==> config.mk <==
export PLATFORM = sky130hd
export DESIGN_NAME = cp0_unit
export DESIGN_NICKNAME = d
export VERILOG_FILES = /design/src/rtl/cp0_unit.sv
export SDC_FILE = /design/constraint.sdc
export NUM_CORES = 1
export LEC_CHECK = 0
export CELL_PAD_IN_SITES_DETAIL_PLACEMENT = 1
export CELL_PAD_IN_SITES_GLOBAL_PLACEMENT = 1
export CORE_AREA = 3 3 108 110
export CTS_BUF_LIST = sky130_fd_sc_hd__clkbuf_8
export CTS_CLUSTER_DIAMETER = 120
export DETAILED_ROUTE_END_ITERATION = 12
export DIE_AREA = 0 0 111 113
export PLACE_DENSITY = 0.78
export RECOVER_POWER = 25
export SYNTH_ARGS = -nofsm -noshare
export SYNTH_HDL_FRONTEND = slang
export SYNTH_SLANG_ARGS = --single-unit
==> constraint.sdc <==
create_clock -name clk -period 2.05 [get_ports clk]
set_input_delay 0.3075 -clock clk [delete_from_list [all_inputs] [get_ports clk]]
set_output_delay 0.3075 -clock clk [all_outputs]
set_load 0.02 [all_outputs]
==> src/rtl/cp0_unit.sv <==
// Coprocessor-0 for the five-stage MIPS pipeline: SR/Cause/EPC/PRId plus the
// exception/interrupt request that flushes the pipe and redirects fetch.
module cp0_unit #(
    parameter logic [31:0] PRID = 32'h2021_0007
) (
    input  logic        clk,
    input  logic        reset,
    input  logic        we,
    input  logic [4:0]  addr,
    input  logic [31:0] wdata,
    input  logic [31:0] M_pc,
    input  logic [4:0]  M_EXCcode,
    input  logic        M_BD,
    input  logic [5:0]  HWInt,
    input  logic        eret,
    output logic        Req,
    output logic [31:0] rdata,
    output logic [31:0] EPC
);
    localparam logic [4:0] ADDR_SR    = 5'd12;
    localparam logic [4:0] ADDR_CAUSE = 5'd13;
    localparam logic [4:0] ADDR_EPC   = 5'd14;
    localparam logic [4:0] ADDR_PRID  = 5'd15;

    logic [5:0]  sr_im;
    logic        sr_exl;
    logic        sr_ie;
    logic        cause_bd;
    logic [5:0]  cause_ip;
    logic [4:0]  cause_exc;
    logic [31:0] epc_q;

    logic        int_req;
    logic        exc_req;
    logic [31:0] pc_aligned;

    // Interrupts use the live HWInt lines, not the lagging Cause.IP copy.
    assign int_req    = (|(HWInt & sr_im)) & sr_ie & ~sr_exl;
    assign exc_req    = (M_EXCcode != 5'd0) & ~sr_exl;
    assign Req        = (int_req | exc_req) & ~reset;
    assign pc_aligned = {M_pc[31:2], 2'b00};
    assign EPC        = epc_q;

    always_ff @(posedge clk) begin
        if (reset) begin
            sr_im     <= 6'd0;
            sr_exl    <= 1'b0;
            sr_ie     <= 1'b0;
            cause_bd  <= 1'b0;
            cause_ip  <= 6'd0;
            cause_exc <= 5'd0;
            epc_q     <= 32'd0;
        end else begin
            cause_ip <= HWInt;
            if (Req) begin
                // The flushed instruction's mtc0/eret never takes effect.
                sr_exl    <= 1'b1;
                cause_bd  <= M_BD;
                cause_exc <= int_req ? 5'd0 : M_EXCcode;
                epc_q     <= M_BD ? pc_aligned - 32'd4 : pc_aligned;
            end else begin
                if (we && addr == ADDR_SR) begin
                    sr_im  <= wdata[15:10];
                    sr_exl <= wdata[1];
                    sr_ie  <= wdata[0];
                end
                // Placed after the SR write so eret wins the EXL bit.
                if (eret)
                    sr_exl <= 1'b0;
                if (we && addr == ADDR_EPC)
                    epc_q <= {wdata[31:2], 2'b00};
            end
        end
    end

    always_comb begin
        rdata = 32'd0;
        case (addr)
            ADDR_SR:    rdata = {16'd0, sr_im, 8'd0, sr_exl, sr_ie};
            ADDR_CAUSE: rdata = {cause_bd, 15'd0, cause_ip, 3'd0, cause_exc, 2'b00};
            ADDR_EPC:   rdata = epc_q;
            ADDR_PRID:  rdata = PRID;
            default:    rdata = 32'd0;
        endcase
    end
endmodule

==> out/results.txt <==
The floorplan has 38 rows. After detailed routing, the number of vias per cell comes to 5.02. TritonCTS built the clock tree.

The tools report the kind of end point of the critical path as an output pin. The number of warnings reported in the yosys synthesis log came out at 0. The endpoint identified for the worst register-to-register timing path is EPC[4]. The logs give -363 ps for the worst setup slack after placement and 0.00321 mm^2 for the mapped cell area. The final estimated routing congestion in global placement is 0.849. On the final layout, the worst hold slack is 507 ps.

The tools report the critical path startpoint category as an input pin. The logs give 0 for the remaining antenna violation count and 724 for the total placed cells including tap cells. The mean area per synthesized cell works out to 8.31 um^2.

Across all register-to-register paths, the minimum setup slack is 270 ps. Dividing total power by cell area gives a power density of 471 mW/mm^2. For the pin with the worst max-slew slack, the measured transition is 497 ps. The clock net in this run drives a total of 50 sinks. The least setup slack across all paths after layout was 44.5 ps; the area share of the leading cell type in the synthesized netlist was 31.2%. The diode insertion count for antenna repair was 0; the starting DRC count in detailed routing was 125. The proportion of synthesized chip area in sequential cells is 31.2%, and the count of endpoints failing hold in the final timing report is 0. The number of flops mapped to enable cells by yosys was 0.

Setup violations remaining at the end of the flow were counted as 0. The number of buffer and inverter instances along the worst setup path was 3; the number of buffers on the longest clock path was 2. Clock tree synthesis inserted a total of 5 buffers. After filler insertion, the fill cell instance count of the layout stands at 1298.

The worst hold path depth works out to 2. The number of buffers inserted by hold repair at cts came out at 0. The tools report the launch instance of the worst register-to-register path as sr_im[4].

Routed via count: 3671. STA puts the critical path data arrival time at 1700 ps. In this run the count of I/O pins placed on the die edge is 150. Traced cell by cell, the critical path runs through clkdlybuf4s50_1 -> nor2b_2 -> buf_12 -> and3_1 -> dlygate4sd2_1.

From synthesis to final layout, the design area changed by 69.5%. Detailed placement ended at an HPWL of 11000 um. The run gives 20.0% as the total global-route track usage. Worst min-delay path category: reg2reg.

For the worst clock skew, the log shows 8.14 ps. Input and output buffers added on the ports amount to 145. The number of antenna violations at the first check in global routing came out at 0. The top cell types in the final layout, fill and taps aside, are sky130_fd_sc_hd__clkdlybuf4s50_1 (92), sky130_fd_sc_hd__buf_4 (71), sky130_fd_sc_hd__nor2_1 (60).

The number of unique standard cell types used by synthesis came out at 50. By area the synthesized netlist is led by sky130_fd_sc_hd__dfxtp_1 (31%), sky130_fd_sc_hd__mux2i_1 (15%), sky130_fd_sc_hd__nor2_1 (7.0%), sky130_fd_sc_hd__xnor2_1 (5.2%), sky130_fd_sc_hd__a211oi_1 (3.7%). On the critical path the largest part of the delay comes from buffers and inverters. Before antenna repair, the detailed router went through 4 iterations. The root buffer cell chosen for the clock tree is sky130_fd_sc_hd__clkbuf_8. The worst ir drop on vdd was 0.000327 V; the max-slew headroom at the worst pin was 66.7%.

The total number of H-tree levels came out at 2. The die covers 0.0125 mm^2. The starting density of the core is 29.7%, and the number of cell instances on the worst register-to-register path is 8. The library cell used most frequently in the layout, excluding fill and tap cells, is sky130_fd_sc_hd__clkdlybuf4s50_1. The run gives 290 ps as the later-pin clock latency in the skew report.

Largest net degree at the start of global routing: 45. The worst hold path terminates at cause_bd. The startpoint identified for the worst hold timing path is cause_bd. Summing all flip-flop and latch instances after layout gives 0.00100 mm^2. The cell count after synthesis came out at 386.

The horizontal die dimension is 111 um. Clock-pin slew was measured on the worst setup and hold paths at 80 ps. The routed design has 12900 um of wire. Number of remaining DRC errors: 0. The post-synthesis sequential element count was 50.

In the final layout, the multi-input gates occupy 0.00214 mm^2. Setup repair after global routing could not meet its margin everywhere. Number of global-route vias before repair: 3918. In the final routed layout, each cell accounts on average for 17.7 um.

The tool flagged a number of max-cap violations equal to 0. The cell type contributing the most total cell area after synthesis was sky130_fd_sc_hd__dfxtp_1. Cells with a size suffix above 1 make up 22.6% of the layout. The run finished with clean final reports. The post-route non-filler standard cell count is 732. The routed design could run at a clock period as short as 2010 ps.

For this run, the post-layout net count is 677. The final cycle utilization of the critical path was 97.8%; the largest fanout on the critical path was 18. For the worst setup path, the data required time is 1740 ps.

Among all stages on the critical path, the largest delay is contributed by sky130_fd_sc_hd__clkdlybuf4s50_1. In the synthesized netlist the dominant register cell turns out to be sky130_fd_sc_hd__dfxtp_1. The region available for standard cell placement spans 0.0108 mm^2. The floorplan die height was 113 um. The sum of overflow across all layers after global routing came out at 0. The critical path is of the in2out type.

The first global-routing pass estimated 20400 um of wire. Share of flip-flops with an asynchronous set or reset: 0%. For the top achievable clock speed, the log shows 0.499 GHz. The analysis attributes to cell leakage a power of 2.43 nW.

For the max-slew violation count, the log shows 0. The peak per-stage delay on the critical path works out to 500 ps.
-- cells by family after synthesis --
kind of cell	share of synthesized area (%)
simple gates	25.8
compound gates	16.4
flops	31.2
mux	15.3
buf+inv	4.57
xor+xnor	6.28
fa+ha+maj	0.390
other cells	0.117
-- worst max path at each step --
stage                 start   endpoint  slack, ps  depth (start not counted)
floorplan           M_pc[2]    EPC[22]        200                          8
finish              addr[1]  rdata[20]         40                          5
detailed placement  M_pc[2]    EPC[30]       -360                          9
CTS                 M_pc[2]    EPC[30]        0.5                          9
global placement    M_pc[3]    EPC[27]       -340                          8
global route        M_pc[3]    EPC[21]        -20                          8
-- tightest hold or removal path, stage by stage (launching register included) --
cell and delay [ps]:
sky130_fd_sc_hd__dfxtp_1 330, sky130_fd_sc_hd__nand3_1 60, sky130_fd_sc_hd__o21ai_0 70
-- timing repair --
item | CTS | global route
endpoints found under the setup margin | 35 | 46
buffers inserted | 0 | 0
pin swaps | 0 | 1
gates resized for setup | 42 | 58
endpoints found under the hold margin | 0 | 0
-- sequential cells by signal, summed over array words and instances, names as in the netlist --
name and cells:
EPC 30, cause_ip 6, sr_im 6, cause_exc 5
cause_bd 1, sr_exl 1, sr_ie 1
-- metal layers --
layer / vias up / track usage [%] / share of wire (%)
li1: 1802 / - / -
met1: 1776 / 24.2 / 44
met2: 85 / 37.8 / 52
met3: 8 / 2.30 / 3.3
met4: 0 / 4.68 / 0.98
met5: - / 0 / 0
-- synth_stat cells (3+ instances only) --
master	instances
sky130_fd_sc_hd__nor2_1	60
sky130_fd_sc_hd__dfxtp_1	50
sky130_fd_sc_hd__mux2i_1	49
sky130_fd_sc_hd__a21oi_1	23
sky130_fd_sc_hd__xnor2_1	19
sky130_fd_sc_hd__a211oi_1	16
sky130_fd_sc_hd__clkbuf_1	16
sky130_fd_sc_hd__and3_1	15
sky130_fd_sc_hd__nor3_1	13
sky130_fd_sc_hd__nand2_1	12
sky130_fd_sc_hd__a21o_1	11
sky130_fd_sc_hd__nand3_1	9
sky130_fd_sc_hd__a22oi_1	8
sky130_fd_sc_hd__nor2b_1	8
sky130_fd_sc_hd__nor4_1	8
sky130_fd_sc_hd__nand4_1	7
sky130_fd_sc_hd__buf_2	6
sky130_fd_sc_hd__inv_1	5
sky130_fd_sc_hd__buf_4	4
sky130_fd_sc_hd__xor2_1	4
sky130_fd_sc_hd__nand2b_1	3
sky130_fd_sc_hd__or3_1	3
-- stage by stage --
step | cell area, um^2 | TNS (ps) | util (%) | total power, mW
after floorplan | 3210 | 0 | - | 1.48
after global placement | 5390 | -13680 | 50.0 | 1.98
after detailed placement | 5390 | -16720 | 50.0 | 2.01
after CTS | 5460 | 0 | 50.6 | 2.59
after global routing | 5440 | -38.8 | 50.4 | 2.69
final | 5440 | 0 | 50.4 | 2.56
-- area by class of cell --
cell class / instances / share of cell area [%]
Multi-Input combinational cell: 304 / 39.4
Timing Repair Buffer: 225 / 36.9
Sequential cell: 50 / 18.4
Tap cell: 140 / 3.22
Clock buffer: 6 / 1.52
Inverter: 5 / 0.345
Clock inverter: 2 / 0.161
-- power breakdown --
part	total, mW	internal, mW	switching (mW)	leakage, nW
Sequential	1.11	1.05	0.0600	0.413
Clock	0.586	0.268	0.317	0.0524
Combinational	0.865	0.453	0.412	1.96
Power figures use the tool's default switching activity.
